--- src/rtl/ram_dma_if.sv ---
// Single-port synchronous RAM bus: address, write data, write enable and
// read data that is registered inside the RAM (one-cycle latency).
interface ram_dma_if #(
  parameter int AW = 14
);
  logic [AW-1:0] a;
  logic [7:0]    d;
  logic          w;
  logic [7:0]    q;

  modport master (output a, d, w, input q);
  modport slave  (input a, d, w, output q);
endinterface

--- src/rtl/ram_dma.sv ---
// Block-transfer engine for the RAM bus: forward byte copy (LDIR-style)
// at 2 cycles/byte and constant fill at 1 cycle/byte.
module ram_dma #(
  parameter int AW = 14,
  parameter int LW = 14
) (
  input  logic          clock,
  input  logic          reset,
  input  logic          start,
  input  logic          mode,
  input  logic [AW-1:0] src,
  input  logic [AW-1:0] dst,
  input  logic [LW-1:0] len,
  input  logic [7:0]    value,
  output logic          busy,
  output logic          done,
  ram_dma_if.master     ram
);

  typedef enum logic [1:0] {IDLE, RD, WR, FILL} state_t;

  state_t        state;
  logic [AW-1:0] src_ptr;
  logic [AW-1:0] dst_ptr;
  logic [LW-1:0] cnt;
  logic [7:0]    fill_val;

  // Transfer sequencer; request fields are latched on the accepted start so
  // later input changes cannot disturb a running transfer.
  always_ff @(posedge clock or negedge reset) begin
    if (!reset) begin
      state    <= IDLE;
      busy     <= 1'b0;
      done     <= 1'b0;
      src_ptr  <= '0;
      dst_ptr  <= '0;
      cnt      <= '0;
      fill_val <= '0;
    end else begin
      done <= 1'b0;
      case (state)
        IDLE: begin
          if (start) begin
            src_ptr  <= src;
            dst_ptr  <= dst;
            cnt      <= len;
            fill_val <= value;
            if (len == '0) begin
              done <= 1'b1;
            end else if (mode) begin
              state <= FILL;
              busy  <= 1'b1;
            end else begin
              state <= RD;
              busy  <= 1'b1;
            end
          end
        end
        RD: state <= WR;
        WR: begin
          // Pointers wrap silently at 2^AW.
          src_ptr <= src_ptr + 1'b1;
          dst_ptr <= dst_ptr + 1'b1;
          cnt     <= cnt - 1'b1;
          if (cnt == LW'(1)) begin
            state <= IDLE;
            busy  <= 1'b0;
            done  <= 1'b1;
          end else begin
            state <= RD;
          end
        end
        FILL: begin
          dst_ptr <= dst_ptr + 1'b1;
          cnt     <= cnt - 1'b1;
          if (cnt == LW'(1)) begin
            state <= IDLE;
            busy  <= 1'b0;
            done  <= 1'b1;
          end
        end
        default: state <= IDLE;
      endcase
    end
  end

  // RAM drive decoded from state; WR forwards q, which holds the byte
  // addressed during the preceding RD cycle.
  always_comb begin
    ram.a = '0;
    ram.d = '0;
    ram.w = 1'b0;
    case (state)
      RD: ram.a = src_ptr;
      WR: begin
        ram.a = dst_ptr;
        ram.d = ram.q;
        ram.w = 1'b1;
      end
      FILL: begin
        ram.a = dst_ptr;
        ram.d = fill_val;
        ram.w = 1'b1;
      end
      default: ;
    endcase
  end

endmodule

--- src/flat_wrapper.sv ---
// flat-port wrapper written by rule: the top's interface ports become plain ports
module ram_dma_flat 
#(
  parameter int AW = 14,
  parameter int LW = 14
)
  (clock, reset, start, mode, src, dst, len, value, busy, done, ram_a, ram_d, ram_w, ram_q);
  ram_dma_if #(.AW(AW)) ram_i ();
  input  logic clock;
  input  logic reset;
  input  logic start;
  input  logic mode;
  input  logic [AW-1:0] src;
  input  logic [AW-1:0] dst;
  input  logic [LW-1:0] len;
  input  logic [7:0] value;
  output logic busy;
  output logic done;
  output wire logic [$bits(ram_i.a)-1:0] ram_a;
  output wire logic [$bits(ram_i.d)-1:0] ram_d;
  output wire logic [$bits(ram_i.w)-1:0] ram_w;
  input wire logic [$bits(ram_i.q)-1:0] ram_q;
  assign ram_a = ram_i.a;
  assign ram_d = ram_i.d;
  assign ram_w = ram_i.w;
  assign ram_i.q = ram_q;
  ram_dma #(.AW(AW), .LW(LW)) u_core (.clock(clock), .reset(reset), .start(start), .mode(mode), .src(src), .dst(dst), .len(len), .value(value), .busy(busy), .done(done), .ram(ram_i));
endmodule
--- config.mk ---
export PLATFORM = sky130hd
export DESIGN_NAME = ram_dma_flat
export DESIGN_NICKNAME = d
export VERILOG_FILES = /design/src/rtl/ram_dma_if.sv /design/src/rtl/ram_dma.sv /design/src/flat_wrapper.sv
export SDC_FILE = /design/constraint.sdc
export NUM_CORES = 1
export LEC_CHECK = 0
export BUFFER_PORTS_ARGS = -buffer_cell sky130_fd_sc_hd__buf_2
export CAP_MARGIN = 20
export CORE_MARGIN = 2
export CORE_UTILIZATION = 44
export DETAILED_ROUTE_END_ITERATION = 6
export PLACE_DENSITY = 0.67
export SYNTH_ARGS = -nofsm -noshare
export SYNTH_HDL_FRONTEND = slang
export SYNTH_SLANG_ARGS = --single-unit
--- constraint.sdc ---
create_clock -name clock -period 1.65 [get_ports clock]
set_clock_uncertainty 0.05 [all_clocks]
set_input_delay 0.0825 -clock clock [delete_from_list [all_inputs] [get_ports clock]]
set_output_delay 0.0825 -clock clock [all_outputs]
set_load 0.01 [all_outputs]
-- Yosys cells after proc, flatten, opt, wreduce, memory -nomap -nowiden
Cells that the tools add are included.
W data, S select, Z words.
- $add $sub $neg: 3
- eq/ne operators: 8
- muxes and demuxes: 23
- reductions and logical operators: 10
- operators by type and width (cell ; count):
    $pmux W14 S2 ; 4
    $mux W14 ; 3
    $add A14 B1 Y14 const B ; 2
    $pmux W8 S2 ; 1
    $eq A14 B1 Y1 const B ; 1
    $logic_not A14 Y1 ; 1
    $sub A14 B1 Y14 const B ; 1
    $mux W1 ; 8
    $mux W2 ; 4
    $pmux W2 S4 ; 1
    $reduce_and A2 Y1 ; 3
    $eq A2 B2 Y1 const B ; 2
    $ne A2 B1 Y1 const B ; 2
    $ne A2 B2 Y1 const B ; 2
    $pmux W1 S2 ; 2
    $reduce_and A4 Y1 ; 1
    $reduce_bool A2 Y1 ; 2
    $reduce_and A3 Y1 ; 1
    $eq A2 B1 Y1 const B ; 1
    $logic_not A2 Y1 ; 1
    $reduce_or A2 Y1 ; 1
- flip-flop bits (word level): 54
- bits of input ports: 62
- output and inout bits: 25

-- Longest topological paths before layout
- depth in word-level cells: 4
- depth in mapped cells: 7
- depth with buffers taken out: 6

-- Worst setup path before layout
Ideal clock, no wire load.
- kind: flip-flop to flip-flop
- start: register u_core.cnt[6]
- end: register u_core.state[0]
- library setup time: 0.118 ns
- arrival: 1.498 ns
- required time: 1.482 ns
- slack: -0.016 ns
- stages on the path, launching flop included: 5
- buffers on the path: 0
- clock period less this slack: 1.666 ns
- cell sequence: dfrtp_1 -> nor4_2 -> nand4_1 -> or3_1 -> a21o_1
- longest elaborated chain between the ends: 3
- elaborated cells between the ends (all ways): 5
- classes of those cells: eq/ne: 2; mux: 2; reduce/logical: 1
- RTL lines (element ; line ; RTL):
    start, declared ; ram_dma.sv:25 ; logic [LW-1:0] cnt;
    start signal, assigned ; ram_dma.sv:46 ; cnt <= len;
    start signal, assigned ; ram_dma.sv:64 ; cnt <= cnt - 1'b1;
    start signal, assigned ; ram_dma.sv:75 ; cnt <= cnt - 1'b1;
    $eq A14 B1 Y1 * ; ram_dma.sv:65, ram_dma.sv:76 ;
    $mux W1 / $ne A2 B1 Y1 (equally long branches) ; - ;
    $pmux W2 S4 / $reduce_and A3 Y1 (equally long branches) ; - ;
    end signal, assigned ; ram_dma.sv:66 ; state <= IDLE;
    end signal, assigned ; ram_dma.sv:70 ; state <= RD;
    end signal, assigned ; ram_dma.sv:77 ; state <= IDLE;
    end, declared ; ram_dma.sv:22 ; state_t state;
Mark *: on every way between the ends. The rest lies on a longest branch, timed or not.
A chain may end at the register's enable or synchronous reset.

-- Worst setup path in the final report
Ends and elaborated chain as after synthesis.

==> metrics.txt <==
outcome finished with violations; failing checks negative hold slack, negative setup slack; Placed Cells 590; number of distinct library cells after synthesis between 40 and 50; RSZ-0062 raised after global routing true; routed wire length 10500 um; Synth Cell Area around 0.0035 mm2; worst IR drop on VDD between 0.0005 and 0.0006 V; # rows 32; yosys warns 0; NumNets Final around 610; CP Data Required Time between 1.5 and 2 ns; clock sinks 54; LEAKAGE 2.28 nW; synthesis-stage register bit count between 50 and 60; post-synthesis sequential area ratio between 30 and 40%; Total Routing Usage GR about a quarter; worst hold margin -0.00510 ns; Setup crit end kind register; vias in the first global route between 3000 and 4000; Worst-Margin Slew around 0.46 ns; clk_lat worst skew 0.31 ns; Post-Syn Nets 449; DIE AREA about 0.0086 mm2; Post-DRT Antenna Nets 0; type of the worst min-delay path input pin to register; R2R Setup Slk -0.04 ns; Cells after Synth 383; Area Growth Syn to Fin 47.2%; PnR worst setup slack -0.0446 ns; chip height a little over 90 um; Peak Freq roughly 600 MHz; initial antenna violation count 0; CTS tree yes; vias 3598; hpwl dp 7190 um; Slew headroom 69.4%; asr flop ratio synth 100%; initial DRC count approximately 180; worst path arrival time roughly 1.9 ns; DRT Pass-1 Iters 4; DRC errors left 0; Placer Congestion about 0.93; I/O pin count 87; Final min period 1.69 ns; Final Max Tran Viols 0; fin crit share 103%; Post-synth EDFFs 0; dpl cell area 0.00423 mm2; Worst Setup Start Kind register; Initial Util around 45%; # diodes 0; syn avg cell area 9.03 um2; Sum Neg Setup Slack -0.147 ns; Synth Flop Type dfrtp_1; Worst-path clk slew roughly 0.10 ns; final instance area about 0.0051 mm2; Final Instance Count excl. Fillers 648; Core Region 0.00769 mm2; final setup vio count 5; CTS buffer count 5; Pwr Density 906 mW/mm2; share of cells above drive strength 1 between 30% and 40%; critical-path maximum fanout 4; die width around 90 um; Root Buffer clkbuf_8; Max Cap Viol 0; Crit Path Category register to register; htree depth 2; routed len/inst 16.3 um; Final Hold Vio Count 1; Congestion Overflow GR 0; post-DR vias/cell around 5.6; clk buf depth 2; global-route wire length before repair between 15000 and 20000 um; port buffer count 86; largest net degree at the start of global routing 37
area by class of cell:
cell class                      instances  area, um2
Inverter                                6       22.5
Tap cell                              102        128
Clock buffer                            5       68.8
Timing Repair Buffer                  181       1360
Clock inverter                          3       45.0
Fill cell                             628       2600
Sequential cell                        54       1360
Multi-Input combinational cell        297       2110
critical path, stage by stage (launching register included):
cell and delay (ns):
dfrtp_1 0.43, nor4_4 0.31, nand4_1 0.21, or3_4 0.43, a21o_1 0.16
through the flow:
stage | utilization [%] | hold WS (ns) | total power [mW] | worst slack, ns
after floorplan | - | -0.263 | 2.74 | 0.00809
after global placement | 55.1 | 0.00288 | 3.41 | -0.0450
after detailed placement | 55.1 | 0.0104 | 3.47 | -0.0787
after CTS | 61.1 | 0.00871 | 4.45 | -0.0390
after global routing | 66.2 | -0.00100 | 4.89 | -0.129
final | 66.2 | -0.00510 | 4.61 | -0.0446
cells by family (layout without fill, tap and decap cells):
kind of cell	Yosys count	after routing	synth area share, %
AO/OA/AOI/OAI	98	98	20.6
XOR/XNOR	19	19	4.81
multiplexers	16	16	4.63
flip-flops	54	54	39.1
buffers and inverters	32	195	5.28
AND/OR/NAND/NOR	160	160	24.2
adder cells (fa/ha/maj)	4	4	1.45
cells in the mapped netlist, types with 2 or more instances:
cell type	n	area share, %
nor3_1	8	1.2
a21o_1	4	0.87
nor4_1	6	1.1
xnor2_1	14	3.5
o211ai_1	8	1.7
ha_1	4	1.4
a22o_1	13	3.3
a31oi_1	3	0.54
clkbuf_8	4	1.6
mux2i_1	16	4.6
a22oi_1	2	0.43
nor4_4	2	1.2
o21ai_0	12	1.7
dfrtp_1	54	39
a211oi_1	16	3.5
a21oi_1	17	2.5
and2_1	10	1.8
a221o_1	3	0.87
nand4_4	2	1.2
clkbuf_1	17	1.8
nand2b_1	4	0.72
buf_4	2	0.43
nand2_1	58	6.3
xor2_1	5	1.3
nor2b_1	11	2.0
nand4_1	9	1.6
nand3_1	13	1.9
o311ai_0	7	1.8
o31ai_1	3	0.65
buf_6	2	0.65
nor2_1	29	3.1
inv_1	6	0.65
a311oi_1	3	0.76
cells in the final DEF (no fill, tap or decap), types with 10 or more instances in the layout:
cell type	netlist	routed
buf_4	2	57
dfrtp_1	54	46
a21oi_1	17	17
dlygate4sd3_1	0	28
xnor2_1	14	14
o21ai_0	12	10
and2_1	10	10
nor2_1	29	27
buf_2	0	81
nand2_1	58	55
mux2i_1	16	11
a211oi_1	16	15
nand3_1	13	12
a22o_1	13	13
flip-flops by register name, indices dropped and copies added (netlist names):
signal	flops
u_core.done	1
u_core.cnt	14
u_core.fill_val	8
u_core.src_ptr	14
u_core.dst_ptr	14
u_core.state	2
u_core.busy	1
path summary, 6_finish.rpt:
| kind | startpoint | endpoint | depth (start not counted) |
|---|---|---|---|
| max in group asynchronous | reset | u_core.cnt[1]$_DFFE_PN0P_ | 3 |
| worst max register to register | u_core.cnt[6]$_DFFE_PN0P_ | u_core.state[0]$_DFFE_PN0P_ | 4 |
| min in group asynchronous | reset | u_core.fill_val[2]$_DFFE_PN0P_ | 2 |
| worst min-delay path | mode | u_core.state[1]$_DFFE_PN0P_ | 3 |
| worst max-delay path | u_core.cnt[6]$_DFFE_PN0P_ | u_core.state[0]$_DFFE_PN0P_ | 4 |
| worst min register to register | u_core.fill_val[5]$_DFFE_PN0P_ | u_core.fill_val[5]$_DFFE_PN0P_ | 2 |
power breakdown:
part	internal [mW]	leakage, nW	switching (mW)
Combinational	0.935	1.61	0.846
Clock	0.452	0.0504	0.464
Sequential	1.59	0.624	0.321
timing repair:
action                                 CTS  global route
cloned                                   0             2
endpoints found under the hold margin   45             0
buffers inserted                         2            18
setup endpoints to repair               31            41
pin swaps                                7            20
hold buffers                            28             0
resized for setup                       13            51
layer usage:
layer | share of wire [%] | vias to the layer above | GRT usage, %
met5 | 0 | - | 0
met4 | 1.0 | 0 | 4.66
met3 | 5.9 | 10 | 4.15
met2 | 50 | 135 | 39.5
met1 | 43 | 1740 | 32.5
li1 | - | 1713 | -
(Power assumes the default switching activity.)
